## config.mk

```make
export PLATFORM = sky130hd
export DESIGN_NAME = sram_arbiter
export DESIGN_NICKNAME = d
export VERILOG_FILES = /design/src/rtl/sram_arbiter.sv
export SDC_FILE = /design/constraint.sdc
export NUM_CORES = 1
export LEC_CHECK = 0
export CAP_MARGIN = 5
export CORE_AREA = 2 2 110 112
export DETAILED_ROUTE_END_ITERATION = 12
export DIE_AREA = 0 0 112 114
export PLACE_DENSITY = 0.78
export SETUP_SLACK_MARGIN = 0.2
export SLEW_MARGIN = 0
export SYNTH_ARGS = -nofsm -noshare
export SYNTH_HDL_FRONTEND = slang
export SYNTH_SLANG_ARGS = --single-unit
```

## constraint.sdc

```tcl
create_clock -name clk -period 6.3 [get_ports clk]
set_input_delay 1.26 -clock clk [delete_from_list [all_inputs] [get_ports clk]]
set_output_delay 1.26 -clock clk [all_outputs]
set_load 0.02 [all_outputs]
```

## src/rtl/sram_arbiter.sv

```systemverilog
// Shares one single-port SRAM between the instruction-fetch and data ports:
// data-first priority with a starvation guard, byte masks and tagged read returns.
module sram_arbiter #(
    parameter int AW           = 14,
    parameter int STARVE_LIMIT = 4
) (
    input  logic          clk,
    input  logic          rst,
    input  logic          im_req,
    input  logic [31:0]   im_addr,
    output logic          im_gnt,
    output logic          im_rvalid,
    output logic [31:0]   im_rdata,
    input  logic          dm_req,
    input  logic          dm_we,
    input  logic [3:0]    dm_be,
    input  logic [31:0]   dm_addr,
    input  logic [31:0]   dm_wdata,
    output logic          dm_gnt,
    output logic          dm_rvalid,
    output logic [31:0]   dm_rdata,
    output logic          dm_err,
    output logic          sram_ceb,
    output logic          sram_web,
    output logic [31:0]   sram_bweb,
    output logic [AW-1:0] sram_a,
    output logic [31:0]   sram_di,
    input  logic [31:0]   sram_do
);

    localparam int CW = $clog2(STARVE_LIMIT + 1);
    localparam logic [CW-1:0] LIMIT = CW'(STARVE_LIMIT);

    typedef enum logic [1:0] {
        SRC_NONE = 2'b00,
        SRC_IM   = 2'b01,
        SRC_DM   = 2'b10
    } src_e;

    // Active-high byte enables to the macro's active-low bit mask.
    function automatic logic [31:0] be_to_bweb(input logic [3:0] be);
        logic [31:0] mask;
        for (int i = 0; i < 4; i++) begin
            mask[8*i +: 8] = {8{~be[i]}};
        end
        return mask;
    endfunction

    logic [CW-1:0] starve_cnt_r;
    src_e          rd_src_r;
    logic          err_r;
    logic [AW-1:0] a_r;
    logic [31:0]   di_r;

    logic im_win_s;
    logic dm_win_s;
    logic dm_oor_s;
    logic dm_acc_s;
    logic dm_wr_s;
    logic dm_rd_s;
    logic unused_s;

    assign unused_s = ^{im_addr[31:AW+2], im_addr[1:0], dm_addr[1:0]};

    // Arbitration: data wins ties unless the instruction port has waited STARVE_LIMIT grants.
    always_comb begin
        im_win_s = 1'b0;
        dm_win_s = 1'b0;
        if (!rst) begin
            im_win_s = 1'b0;
            dm_win_s = 1'b0;
        end else if (im_req && (!dm_req || (starve_cnt_r == LIMIT))) begin
            im_win_s = 1'b1;
        end else if (dm_req) begin
            dm_win_s = 1'b1;
        end else begin
            im_win_s = 1'b0;
            dm_win_s = 1'b0;
        end
        dm_oor_s = |dm_addr[31:AW+2];
        dm_acc_s = dm_win_s && !dm_oor_s;
        dm_wr_s  = dm_acc_s && dm_we;
        dm_rd_s  = dm_acc_s && !dm_we;
    end

    // SRAM command; address and write data fall back to their shadows when idle.
    always_comb begin
        im_gnt    = im_win_s;
        dm_gnt    = dm_win_s;
        sram_ceb  = !(im_win_s || dm_acc_s);
        sram_web  = !dm_wr_s;
        sram_bweb = 32'hFFFF_FFFF;
        sram_a    = a_r;
        sram_di   = di_r;
        if (dm_wr_s) begin
            sram_bweb = be_to_bweb(dm_be);
            sram_di   = dm_wdata;
        end else begin
            sram_bweb = 32'hFFFF_FFFF;
            sram_di   = di_r;
        end
        if (im_win_s) begin
            sram_a = im_addr[AW+1:2];
        end else if (dm_acc_s) begin
            sram_a = dm_addr[AW+1:2];
        end else begin
            sram_a = a_r;
        end
    end

    // Return steering from the read tag and the registered error flag.
    always_comb begin
        im_rvalid = 1'b0;
        im_rdata  = 32'h0000_0000;
        dm_rvalid = err_r;
        dm_rdata  = 32'h0000_0000;
        dm_err    = err_r;
        case (rd_src_r)
            SRC_IM: begin
                im_rvalid = 1'b1;
                im_rdata  = sram_do;
            end
            SRC_DM: begin
                dm_rvalid = 1'b1;
                dm_rdata  = sram_do;
            end
            default: begin
                im_rvalid = 1'b0;
                dm_rvalid = err_r;
            end
        endcase
    end

    // Saturating count of data grants taken while an instruction request waits.
    always_ff @(posedge clk or negedge rst) begin
        if (!rst) begin
            starve_cnt_r <= {CW{1'b0}};
        end else if (im_win_s || !im_req) begin
            starve_cnt_r <= {CW{1'b0}};
        end else if (dm_win_s && (starve_cnt_r != LIMIT)) begin
            starve_cnt_r <= starve_cnt_r + CW'(1'b1);
        end else begin
            starve_cnt_r <= starve_cnt_r;
        end
    end

    // Read tag and error flag for the response one cycle after the grant.
    always_ff @(posedge clk or negedge rst) begin
        if (!rst) begin
            rd_src_r <= SRC_NONE;
            err_r    <= 1'b0;
        end else begin
            if (im_win_s) begin
                rd_src_r <= SRC_IM;
            end else if (dm_rd_s) begin
                rd_src_r <= SRC_DM;
            end else begin
                rd_src_r <= SRC_NONE;
            end
            err_r <= dm_win_s && dm_oor_s;
        end
    end

    // Shadow registers keep the address and data buses quiet on idle cycles.
    always_ff @(posedge clk or negedge rst) begin
        if (!rst) begin
            a_r  <= {AW{1'b0}};
            di_r <= 32'h0000_0000;
        end else begin
            a_r  <= sram_a;
            di_r <= sram_di;
        end
    end

endmodule

```

* After elaboration in Yosys (flattened, before gate mapping)
Index checks and enable logic that the tools add are counted.
** Word-level totals
- Register bits after elaboration :: 52
- Input bits :: 137
- Output and inout bits :: 149
- Logic and storage cells :: 48
** Cells by class
- Add/sub/neg operators :: 1
- Equal/unequal tests :: 4
- Muxes and demuxes :: 17
- Bitwise logic cells :: 4
- Reductions and logical operators :: 17
** Operators by type and width (number)
- 2-to-1 mux 32 bit :: 4
- 2-to-1 mux 14 bit :: 2
- OR reduction 16 bit :: 1
- 2-to-1 mux 1 bit :: 7
- logical AND 1 bit :: 6
- logical NOT 1 bit :: 6
- 2-to-1 mux 3 bit :: 2
- 2-to-1 mux 2 bit :: 2
- inverter 1 bit :: 4
- adder 3 x 1 -> 3 bit, second input constant :: 1
- == test 3 bit, second input constant :: 1
- logical OR 1 bit :: 3
- inequality test 3 bit, second input constant :: 1
- == test 2 x 1 -> 1 bit, second input constant :: 1
- == test 2 bit, second input constant :: 1
- nonzero test 2 bit :: 1

* Depth between registers and ports, before layout
- Depth after elaboration :: 9
- Gate-level depth with buffers :: 7
- Mapped depth without buffers :: 6

* Worst setup path after synthesis
Ideal clock, no wire load.
- Kind :: in2out
- From :: input dm_addr[18]
- To :: output sram_bweb[10]
- Data arrival time :: 2.508 ns
- Required time :: 5.040 ns
- Slack :: 2.532 ns
- Stages :: 5
- Buffers on the path :: 1
- Cells stage by stage :: nor4_1 and4_4 and3_1 nand2_1 buf_4
** On the way
- Word-level cells in the longest chain between the ends :: 5
** RTL lines
- start: declaration :: RTL line 17 : input logic [31:0] dm_addr,
- OR reduction 16 bit :: RTL line 80 : dm_oor_s = |dm_addr[31:AW+2];
- logical NOT 1 bit :: RTL line 81 : dm_acc_s = dm_win_s && !dm_oor_s;
- logical AND 1 bit :: RTL line 81
- logical AND 1 bit :: RTL line 82 : dm_wr_s = dm_acc_s && dm_we;
- 2-to-1 mux 32 bit :: RTL line 95 : if (dm_wr_s) begin
- end: declaration :: RTL line 25 : output logic [31:0] sram_bweb,
No other way between the ends.

* Worst setup path after layout
- From :: input dm_req
- To :: output sram_a[8]
** On the way
- Word-level cells in the longest chain between the ends :: 8
- Elaborated cells between the ends (all ways) :: 11
- Those cells by class :: 7 x mux; 4 x reduce/logical
** RTL lines
- start: declaration :: RTL line 14 : input logic dm_req,
- logical NOT 1 bit :: RTL line 72 : end else if (im_req && (!dm_req || (starve_cnt_r == LIMIT))) begin
- logical OR 1 bit :: RTL line 72
- logical AND 1 bit :: RTL line 72
- 2-to-1 mux 1 bit :: RTL line 72
- 2-to-1 mux 1 bit :: RTL line 69 : if (!rst) begin
- logical AND 1 bit :: RTL line 81
- 2-to-1 mux 14 bit :: RTL line 104 : end else if (dm_acc_s) begin
- 2-to-1 mux 14 bit (*) :: RTL line 102 : if (im_win_s) begin
- end: declaration :: RTL line 26 : output logic [AW-1:0] sram_a,
Every way passes the cells marked *; elsewhere a longest branch is shown, timed or not.

==> results.json <==
{
  "r2r-start": "starve_cnt_r[0]",
  "clk_pin_slew_ns": 0.07,
  "clock_skew_ns": 0.00390,
  "hold_violations": 0,
  "synth_seq_cells": 52,
  "antenna_left": 0,
  "dr.pass1.iters": 4,
  "initial_core_util": 0.254,
  "timing.rr.end": "a_r[7]",
  "nets": 629,
  "status": "finished, final reports clean",
  "ios": 286,
  "drive_gt1_frac": 0.102,
  "cts_setup_buffers": 0,
  "arrival_ns": 4.06,
  "setup_viol": 0,
  "synth_area_mm2": 0.00297,
  "routedWlPerCell_um": 16.4,
  "die_x_um": 112,
  "grt-ovfl-total": 0,
  "cp_cell_sequence": "clkdlybuf4s50_1 -> a21bo_1 -> and3_1 -> a21oi_2 -> a221o_1 -> clkdlybuf4s50_1",
  "viasPerCell": 4.37,
  "coreArea_mm2": 0.0117,
  "place_hpwl_um": 8650,
  "ys_seq_area_frac": 0.438,
  "io_buffers": 265,
  "grt_pass1_vias": 2923,
  "slew_headroom": 0.421,
  "r2r_cells": 6,
  "hold_buffers": 0,
  "pwr_density_cell_mw_per_mm2": 144,
  "clock_latency_ns": 0.29,
  "drt-initial-drc-count": 99,
  "max_stage_delay_ns": 0.73,
  "period_minus_slack_ns": 5.32,
  "worstPathMaxFanout": 17,
  "pre_cts_ws_ns": 0.935,
  "whs_endpoint": "di_r[27]",
  "die_area_mm2": 0.0128,
  "die_height_um": 114,
  "critPathKind": "in -> out",
  "grt_setup_unrepaired": "no",
  "layout_commonest_cell": "clkdlybuf4s50_1",
  "ir_drop_v": 0.000101,
  "wirelength_um": 10500,
  "critPathCaptureType": "output port",
  "post-route-period-util": 0.844,
  "gr-usage-met2": 0.286,
  "timing.max_cap.violations": 0,
  "cts.repair.resized": 0,
  "placedCellCount": 630,
  "hold_class": "reg -> reg",
  "r2r_slack_ns": 3.88,
  "cts.sinks": 52,
  "crit_slowest_cell": "a21oi_2",
  "antenna_found_initial": 2,
  "fin_cells": 640,
  "finalWorstSetupSlack_ns": 0.984,
  "cp.required_ns": 5.04,
  "cp_common_cell": "clkdlybuf4s50_1",
  "grt_max_degree": 53,
  "cts_buffers": 5,
  "synth.distinct_cells": 26,
  "fin_setup_tns_ns": 0,
  "crit_path_start": "dm_req",
  "grt_use_met3": 0.0584,
  "tightest_slew_ns": 0.868,
  "cts-htree-levels": 2,
  "core.rowCount": 40,
  "cts_root_buf": "clkbuf_16",
  "report.final.slew_viol_count": 0,
  "p_total_w": 0.000818,
  "cp-start-kind": "input pin",
  "vias": 2795,
  "synth_cells": 256,
  "synth_area_per_cell_um2": 11.6,
  "leakagePower_nw": 2.47,
  "cts_tree": "done",
  "yosys_warnings": 0,
  "grt_pass1_wl_um": 15700,
  "whs_path_depth": 1,
  "cts_buffer_depth": 2,
  "fin_hold_ws_ns": 0.492,
  "grt_usage": 0.158,
  "drc_errors": 0,
  "gp_congestion": 0.845,
  "min-delay-start": "di_r[27]",
  "final_cell_mix": "264 x clkdlybuf4s50_1, 81 x and2_1, 52 x dfrtp_1",
  "synthToLayoutAreaGrowth_pct": 91.1,
  "gr-usage-met1": 0.166,
  "max_freq_mhz": 188,
  "grt_busiest_layer": "met2",
  "synth_nets": 395
}
## layer usage
| layer | vias to the layer above | wire length [um] |
|---|---|---|
| met2 | 160 | 5530 |
| li1 | 1303 | - |
| met3 | 10 | 1060 |
| met1 | 1322 | 3720 |
| met5 | - | 0 |
| met4 | 0 | 195 |
## final cells by class
class                   instances  area, um2
fillers                      1085       6030
repair buffers                268       2670
multi-input cells             159       1360
flip-flops and latches         52       1300
well taps                     147        184
clock buffers                   5        125
clock inverters                 3       18.8
inverters                       4       15.0
diodes                          2       5.00
## cells in the mapped netlist
cell,n,area [um2]
nand3_4,1,17.5
nor4_1,4,25.0
and2b_1,1,7.51
mux2_2,3,33.8
nor2b_1,3,18.8
dfrtp_1,52,1300
and2_0,1,6.26
ha_1,2,25.0
and2_1,81,507
a21oi_2,1,8.76
buf_4,30,225
nand2_1,6,22.5
nand3_1,2,10.0
a221o_1,14,140
and4_4,1,11.3
inv_1,4,15.0
a21boi_0,1,7.51
or2_2,1,6.26
a21bo_1,1,10.0
and3_1,2,12.5
clkbuf_1,7,26.3
o21ai_0,2,10.0
a31oi_4,1,21.3
buf_6,4,45.0
o22ai_1,1,6.26
mux2_4,30,450
## worst max-delay path: cells and delay by family
family                 cells  cell delay, ns
AO/OA/AOI/OAI              3            1.26
buffers and inverters      2            1.12
AND/OR/NAND/NOR            1            0.40
## flip-flops by register name, summed over array words and instances (netlist names)
name,count
di_r,32
starve_cnt_r,3
a_r,14
rd_src_r,2
dm_err,1
## per-stage QoR
| step | area [um2] | util |
|---|---|---|
| 2_1_floorplan | 2970 | - |
| 3_3_place_gp | 5530 | 0.472 |
| 3_5_place_dp | 5530 | 0.472 |
| 4_1_cts | 5670 | 0.484 |
| 5_1_grt | 5680 | 0.485 |
| 6_report | 5680 | 0.485 |
## where the power goes
| group | switching, W | internal (W) | total [W] | leakage (nW) |
|---|---|---|---|---|
| sequential | 0.00000462 | 0.000349 | 0.000354 | 0.704 |
| clock | 0.000123 | 0.000147 | 0.000269 | 0.0736 |
| combinational | 0.0000771 | 0.000118 | 0.000195 | 1.69 |
| total | 0.000204 | 0.000614 | 0.000818 | 2.47 |
## cells by family (layout without fill, tap and decap cells)
family	Yosys count	in the layout	share of synthesized area
and+or+nand+nor	103	103	0.217
AOI/OAI and AO/OA	21	21	0.0687
DFF	52	52	0.438
buffers and inverters	45	280	0.105
adders and majority gates	2	2	0.00842
muxes	33	33	0.163
other	0	2	0
## worst max path at each step
stage / end / slack [ns] / cells after the start
after floorplan: sram_bweb[10] / 2.53 / 5
final: sram_a[8] / 0.98 / 6
after detailed placement: sram_a[8] / 0.93 / 6
after global routing: sram_a[7] / 0.84 / 6
after global placement: sram_a[2] / 0.99 / 6
after CTS: sram_a[8] / 0.92 / 6
Note: power is estimated with default switching activity, not from simulation.
